==> config.mk <==
export PLATFORM = sky130hd
export DESIGN_NAME = burst_mem_arbiter
export DESIGN_NICKNAME = d
export VERILOG_FILES = /design/src/rtl/mem_arb_pkg.sv /design/src/rtl/rr_select.sv /design/src/rtl/burst_mem_arbiter.sv
export SDC_FILE = /design/constraint.sdc
export NUM_CORES = 1
export LEC_CHECK = 0
export ABC_AREA = 1
export BUFFER_PORTS_ARGS = -buffer_cell sky130_fd_sc_hd__buf_2
export CAP_MARGIN = 10
export CORE_AREA = 2 2 280 282
export DETAILED_ROUTE_END_ITERATION = 8
export DIE_AREA = 0 0 282 284
export GPL_TIMING_DRIVEN = 0
export HOLD_SLACK_MARGIN = 0.12
export PLACE_DENSITY = 0.43
export SLEW_MARGIN = 20
export SYNTH_ARGS = -nofsm -noshare
export SYNTH_HDL_FRONTEND = slang
export SYNTH_SLANG_ARGS = --single-unit
export TNS_END_PERCENT = 20
==> constraint.sdc <==
create_clock -name clk -period 5.7 [get_ports clk]
set_clock_uncertainty 0.1 [all_clocks]
set_input_delay 1.14 -clock clk [delete_from_list [all_inputs] [get_ports clk]]
set_output_delay 1.14 -clock clk [all_outputs]
set_load 0.01 [all_outputs]
==> src/rtl/mem_arb_pkg.sv <==
// Shared types and round-robin search used by both arbiter channels.
// Combinational helpers only; nothing here holds state.
package mem_arb_pkg;

    localparam int MAX_CORES = 32;
    localparam int MAX_PTR_W = 5;

    typedef enum logic [1:0] {
        R_IDLE = 2'd0,
        R_ADDR = 2'd1,
        R_DATA = 2'd2
    } rd_state_e;

    typedef enum logic {
        W_IDLE = 1'b0,
        W_REQ  = 1'b1
    } wr_state_e;

    typedef struct packed {
        logic                 found;
        logic [MAX_PTR_W-1:0] idx;
    } pick_t;

    function automatic int ptr_width(input int n);
        return (n > 1) ? $clog2(n) : 1;
    endfunction

    // First requester at or after ptr, wrapping at n.
    function automatic pick_t rr_pick(input logic [MAX_CORES-1:0] req,
                                      input int unsigned          n,
                                      input int unsigned          ptr);
        pick_t       p;
        int unsigned j;
        p = '0;
        for (int unsigned i = 0; i < MAX_CORES; i++) begin
            j = (ptr + i) % n;
            if (i < n && !p.found && req[j]) begin
                p.found = 1'b1;
                p.idx   = MAX_PTR_W'(j);
            end
        end
        return p;
    endfunction

endpackage

==> src/rtl/rr_select.sv <==
// Combinational round-robin picker: zero latency, no state.
// Scans upward from i_ptr; o_found low when no request is present.
module rr_select
    import mem_arb_pkg::*;
#(
    parameter int N     = 4,
    parameter int PTR_W = 2
) (
    input  logic [N-1:0]     i_req,
    input  logic [PTR_W-1:0] i_ptr,
    output logic             o_found,
    output logic [PTR_W-1:0] o_idx
);

    pick_t w_pick;

    always_comb begin
        w_pick  = rr_pick(MAX_CORES'(i_req), N, 32'(i_ptr));
        o_found = w_pick.found;
        o_idx   = '0;
        for (int k = 0; k < N; k++) begin
            if (w_pick.idx == MAX_PTR_W'(k)) o_idx = PTR_W'(k);
        end
    end

endmodule

==> src/rtl/burst_mem_arbiter.sv <==
// Burst-owning DDR arbiter: one read outstanding, data routed to its owner until last beat.
// Reads have priority; a write bypassed for WR_STARVE_LIMIT cycles is forced through.
module burst_mem_arbiter
    import mem_arb_pkg::*;
#(
    parameter int NUM_CORES       = 4,
    parameter int ADDR_W          = 32,
    parameter int DATA_W          = 32,
    parameter int LEN_W           = 8,
    parameter int WR_STARVE_LIMIT = 16
) (
    input  logic                        clk,
    input  logic                        rst_n,
    input  logic [NUM_CORES-1:0]        i_core_read_req,
    input  logic [NUM_CORES*ADDR_W-1:0] i_core_read_addr,
    input  logic [NUM_CORES*LEN_W-1:0]  i_core_read_len,
    output logic [NUM_CORES-1:0]        o_core_read_grant,
    output logic [NUM_CORES*DATA_W-1:0] o_core_read_data,
    output logic [NUM_CORES-1:0]        o_core_read_valid,
    output logic [NUM_CORES-1:0]        o_core_read_last,
    input  logic [NUM_CORES-1:0]        i_core_write_req,
    input  logic [NUM_CORES*ADDR_W-1:0] i_core_write_addr,
    input  logic [NUM_CORES*DATA_W-1:0] i_core_write_data,
    output logic [NUM_CORES-1:0]        o_core_write_grant,
    output logic                        o_ddr_read_req,
    output logic [ADDR_W-1:0]           o_ddr_read_addr,
    output logic [LEN_W-1:0]            o_ddr_read_len,
    input  logic                        i_ddr_read_grant,
    input  logic [DATA_W-1:0]           i_ddr_read_data,
    input  logic                        i_ddr_read_valid,
    output logic                        o_ddr_write_req,
    output logic [ADDR_W-1:0]           o_ddr_write_addr,
    output logic [DATA_W-1:0]           o_ddr_write_data,
    input  logic                        i_ddr_write_grant,
    output logic                        o_rd_busy,
    output logic                        o_err_spurious
);

    localparam int PTR_W = ptr_width(NUM_CORES);
    localparam int ST_W  = $clog2(WR_STARVE_LIMIT + 1);

    rd_state_e          r_rd_state;
    logic [PTR_W-1:0]   r_rd_ptr;
    logic [PTR_W-1:0]   r_rd_owner;
    logic [ADDR_W-1:0]  r_rd_addr;
    logic [LEN_W-1:0]   r_rd_len;
    logic [LEN_W-1:0]   r_beat_cnt;
    logic               r_err_spurious;

    wr_state_e          r_wr_state;
    logic [PTR_W-1:0]   r_wr_ptr;
    logic [PTR_W-1:0]   r_wr_owner;
    logic [ADDR_W-1:0]  r_wr_addr;
    logic [DATA_W-1:0]  r_wr_data;
    logic [ST_W-1:0]    r_starve_cnt;

    logic               w_rd_found;
    logic [PTR_W-1:0]   w_rd_idx;
    logic               w_wr_found;
    logic [PTR_W-1:0]   w_wr_idx;
    logic               w_rd_last;
    logic               w_starved;
    logic               w_wr_allow;

    function automatic logic [PTR_W-1:0] next_ptr(input logic [PTR_W-1:0] p);
        return (32'(p) == NUM_CORES - 1) ? '0 : p + 1'b1;
    endfunction

    rr_select #(.N(NUM_CORES), .PTR_W(PTR_W)) u_rd_sel (
        .i_req   (i_core_read_req),
        .i_ptr   (r_rd_ptr),
        .o_found (w_rd_found),
        .o_idx   (w_rd_idx)
    );

    rr_select #(.N(NUM_CORES), .PTR_W(PTR_W)) u_wr_sel (
        .i_req   (i_core_write_req),
        .i_ptr   (r_wr_ptr),
        .o_found (w_wr_found),
        .o_idx   (w_wr_idx)
    );

    // Counter is LEN_W wide and compared, never wrapped, so len all-ones is safe.
    assign w_rd_last  = (r_beat_cnt == r_rd_len);
    assign w_starved  = (r_starve_cnt == ST_W'(WR_STARVE_LIMIT));
    assign w_wr_allow = (!(|i_core_read_req) && r_rd_state != R_ADDR) || w_starved;

    always_ff @(posedge clk or negedge rst_n) begin
        if (!rst_n) begin
            r_rd_state     <= R_IDLE;
            r_rd_ptr       <= '0;
            r_rd_owner     <= '0;
            r_rd_addr      <= '0;
            r_rd_len       <= '0;
            r_beat_cnt     <= '0;
            r_err_spurious <= 1'b0;
        end else begin
            if (i_ddr_read_valid && r_rd_state != R_DATA) r_err_spurious <= 1'b1;
            case (r_rd_state)
                R_IDLE: begin
                    if (w_rd_found) begin
                        r_rd_owner <= w_rd_idx;
                        r_rd_addr  <= i_core_read_addr[w_rd_idx*ADDR_W +: ADDR_W];
                        r_rd_len   <= i_core_read_len[w_rd_idx*LEN_W +: LEN_W];
                        r_beat_cnt <= '0;
                        r_rd_state <= R_ADDR;
                    end
                end
                R_ADDR: begin
                    if (i_ddr_read_grant) begin
                        r_rd_ptr   <= next_ptr(r_rd_owner);
                        r_rd_state <= R_DATA;
                    end
                end
                R_DATA: begin
                    if (i_ddr_read_valid) begin
                        if (w_rd_last) r_rd_state <= R_IDLE;
                        else           r_beat_cnt <= r_beat_cnt + 1'b1;
                    end
                end
                default: r_rd_state <= R_IDLE;
            endcase
        end
    end

    always_ff @(posedge clk or negedge rst_n) begin
        if (!rst_n) begin
            r_wr_state   <= W_IDLE;
            r_wr_ptr     <= '0;
            r_wr_owner   <= '0;
            r_wr_addr    <= '0;
            r_wr_data    <= '0;
            r_starve_cnt <= '0;
        end else begin
            case (r_wr_state)
                W_IDLE: begin
                    if (w_wr_allow && w_wr_found) begin
                        r_wr_owner <= w_wr_idx;
                        r_wr_addr  <= i_core_write_addr[w_wr_idx*ADDR_W +: ADDR_W];
                        r_wr_data  <= i_core_write_data[w_wr_idx*DATA_W +: DATA_W];
                        r_wr_state <= W_REQ;
                    end else if (|i_core_write_req && !w_wr_allow && !w_starved) begin
                        r_starve_cnt <= r_starve_cnt + 1'b1;
                    end
                end
                W_REQ: begin
                    if (i_ddr_write_grant) begin
                        r_wr_ptr     <= next_ptr(r_wr_owner);
                        r_starve_cnt <= '0;
                        r_wr_state   <= W_IDLE;
                    end
                end
                default: r_wr_state <= W_IDLE;
            endcase
        end
    end

    always_comb begin
        o_core_read_grant  = '0;
        o_core_read_data   = '0;
        o_core_read_valid  = '0;
        o_core_read_last   = '0;
        o_core_write_grant = '0;
        for (int k = 0; k < NUM_CORES; k++) begin
            o_core_read_grant[k]  = (r_rd_state == R_ADDR) && i_ddr_read_grant &&
                                    (r_rd_owner == PTR_W'(k));
            o_core_read_valid[k]  = (r_rd_state == R_DATA) && i_ddr_read_valid &&
                                    (r_rd_owner == PTR_W'(k));
            o_core_read_last[k]   = o_core_read_valid[k] && w_rd_last;
            if (o_core_read_valid[k]) o_core_read_data[k*DATA_W +: DATA_W] = i_ddr_read_data;
            o_core_write_grant[k] = (r_wr_state == W_REQ) && i_ddr_write_grant &&
                                    (r_wr_owner == PTR_W'(k));
        end
    end

    assign o_ddr_read_req   = (r_rd_state == R_ADDR);
    assign o_ddr_read_addr  = r_rd_addr;
    assign o_ddr_read_len   = r_rd_len;
    assign o_ddr_write_req  = (r_wr_state == W_REQ);
    assign o_ddr_write_addr = r_wr_addr;
    assign o_ddr_write_data = r_wr_data;
    assign o_rd_busy        = (r_rd_state != R_IDLE);
    assign o_err_spurious   = r_err_spurious;

endmodule

==> flow_summary.ini <==
[worst_setup_path]
cp_top_family = buffers and inverters
crit_buf_inv = 6
setup.worst_path.end = o_core_read_data[57]
critPathCaptureType = output port
cp.depth = 9
cpMaxStageDelayCell = nor2_1
ff2ff_path_depth = 14
rrSetupSlack_ns = 2.91
path_class = in -> out
rr_endpoint = o_ddr_read_addr[24]
rr_startpoint = r_rd_ptr[0]
cp_data_arrival_time_ns = 2.71
cp_cell_sequence = buf_2 > inv_1 > nor2_1 > inv_1 > nor2_1 > inv_1 > buf_1 > nor2_1 > buf_2
startpoint = i_ddr_read_valid
cpPeakStageDelay_ns = 0.42
startpoint_type = input port
required_ns = 4.46
cp_max_fo = 10

[sta]
finalCritPeriodShare_pct = 69.37
period_minus_slack_ns = 3.954
tightest_slew_ns = 0.9401
rsz0062_at_grt = no
maxSlewViolCount = 0
fmax_mhz = 252.9
slew_headroom_pct = 37.32
hold-worst-slack_ns = 0.3721
hold_viol_final = 0
setup_viol = 0
fin_setup_tns_ns = 0

[detailed_routing]
viasPerCell = 3.920
vias = 14270
wl_per_cell_microns = 18.07
drt_iter0_markers = 843
route.final.wire_length_mm = 65.76
ant_nets = 0
drtPass1Iterations = 5
drc = 0

[power_and_ir_drop]
peakVddDrop_mv = 0.2077
power_mw = 9.370
p_per_area_mw_per_mm2 = 581.1
p_leak_nw = 9.904

[yosys]
syn_area_sq_mm = 0.01061
syn_inst = 1848
synth_top_area_cell = nand2_1
synth_ff_type = dfrtp_1
syn_area_per_cell_sq_um = 5.739
ys_seq_area_share_pct = 30.44
synthTopCellsByArea = nand2_1 (31%), dfrtp_1 (30%), inv_1 (7.4%)
yosysUniqueCellTypes = 30
yosysMostFrequentCell = nand2_1
synthesis.nets = 2320
synthTopCellsByCount = nand2_1 (880), inv_1 (209), nor2_1 (162), nand3_1 (141), dfrtp_1 (129)
netlist.area_leader.share_pct = 31.14
synth-seq-cells = 129
async_flop_share_pct = 100.0
synth_edf_count = 0
synth_warnings = 0

[clock_tree]
cts.sink_count = 129
cts_made_buffers = 17
clk_path_buf_depth = 2
cts_setup_buffers = 0
htree_levels = 4
path_clk_slew_ns = 0.06
clk-insertion-delay-late_ns = 0.46
cts_root_buf = clkbuf_16
cts_resized = 0
cts_tree = built
cts_hold_buf = 0

[floorplan]
core_sq_mm = 0.07696
rows = 102
die-area_sq_mm = 0.08009
pin_count = 713
die_h_microns = 284
die_w_microns = 282
initial_utilization_pct = 13.78

[global_route]
overflow = 0
antenna_found_initial = 12
grt_pass1_vias = 13970
grt_pass1_wl_mm = 93.01
grt_start_max_net_pins = 67
grtUsageTotal_pct = 16.05

[placement]
place_congestion = 0.9283
post_dp_cell_area_sq_mm = 0.01551
portBuffers = 712
dp_hpwl_mm = 55.77

[job]
maxCapViolations = 0

[cells_and_area]
area_delta_synth_final_pct = 52.02
drive_gt1_share_pct = 32.56
ff_latch_area_sq_mm = 0.003228
nets = 3052
nFillCells = 9077
design_area_sq_mm = 0.01612
multi_input_area_sq_mm = 0.005964

[worst_hold_path]
hp-class = reg -> reg

[outcome]
status = complete, no violations
-- kinds of logic (layout without fill, tap and decap cells) --
| logic type | after synthesis | in the layout | share of synthesized area (%) |
|---|---|---|---|
| buffers and inverters | 330 | 1074 | 13.33 |
| DFF | 129 | 129 | 30.44 |
| and+or+nand+nor | 1286 | 1286 | 50.05 |
| xor gates and xnor gates | 14 | 14 | 1.156 |
| AOI/OAI and AO/OA | 78 | 78 | 3.728 |
| other | 0 | 8 | 0 |
| adders and majority gates | 11 | 11 | 1.298 |
-- final cells by class --
class | count | area share, %
clock inverters | 9 | 0.8148
clock buffers | 22 | 2.879
inverters | 221 | 5.207
well taps | 1040 | 8.070
diodes | 8 | 0.1242
repair buffers | 713 | 22.33
plain buffers | 109 | 3.562
multi-input cells | 1389 | 36.99
flip-flops and latches | 129 | 20.02
-- metal layers --
metal  global-route usage [%]  share of wire [%]  up-vias  routed length, microns
met5                    1.465               0.24        -                     161
met4                    5.545                2.5        2                    1640
met3                    4.100                6.7       84                    4381
met2                    24.90                 45      462                   29820
met1                    21.29                 45     6587                   29760
li1                         -                  -     7132                       -
-- power by group --
group	internal, mW	switching [mW]	leakage, nW
clock network	0.708	0.478	0.283
registers	1.31	0.249	1.63
logic	2.00	4.62	7.99
total	4.02	5.35	9.90
-- worst min-delay path by stage --
stage                    startpoint  slack (ns)  cells after the start                    to
6_report       o_ddr_write_data[28]        0.37                      2  o_ddr_write_data[28]
5_1_grt        o_ddr_write_addr[31]        0.40                      2  o_ddr_write_addr[31]
4_1_cts        o_ddr_write_data[28]        0.38                      2  o_ddr_write_data[28]
3_5_place_dp     o_ddr_read_addr[4]        0.36                      2    o_ddr_read_addr[4]
3_3_place_gp    o_ddr_write_data[8]        0.36                      2   o_ddr_write_data[8]
2_1_floorplan         r_rd_state[1]        0.39                      1         r_rd_state[0]
-- worst reg2reg max path, delay by kind of cell (launching register included) --
| family | cells | cell delay, ns |
|---|---|---|
| buffers and inverters | 4 | 0.72 |
| AO/OA/AOI/OAI | 1 | 0.64 |
| flip-flops | 1 | 0.37 |
| AND/OR/NAND/NOR | 9 | 0.90 |
-- cell usage in the layout, fill, tap and decap left out, types with 8 or more instances in the layout --
master     instances
inv_1            209
nand2_1          880
diode_2            8
clkbuf_16         17
xnor2_1            9
ha_1              11
nand4_1           77
buf_1             15
clkbuf_1          26
nand3_1          141
nor2_1           162
buf_6              9
dfrtp_1          129
buf_4              8
o21ai_0           12
inv_2              9
buf_2            765
o21ai_1           60
-- through the flow --
step,utilization [%],instances,worst slack (ns)
after global routing,20.95,3640,1.638
after global placement,20.10,3600,0.9552
after CTS,20.93,3632,1.786
final,20.95,3640,1.746
after detailed placement,20.15,3601,1.791
after floorplan,-,1848,2.393
-- registers in the layout, indices dropped and copies added, names as in the netlist, 5 cells and up --
name,cells
o_ddr_write_addr,32
o_ddr_read_len,8
r_beat_cnt,8
o_ddr_read_addr,32
o_ddr_write_data,32
r_starve_cnt,5
(Power assumes the default switching activity.)
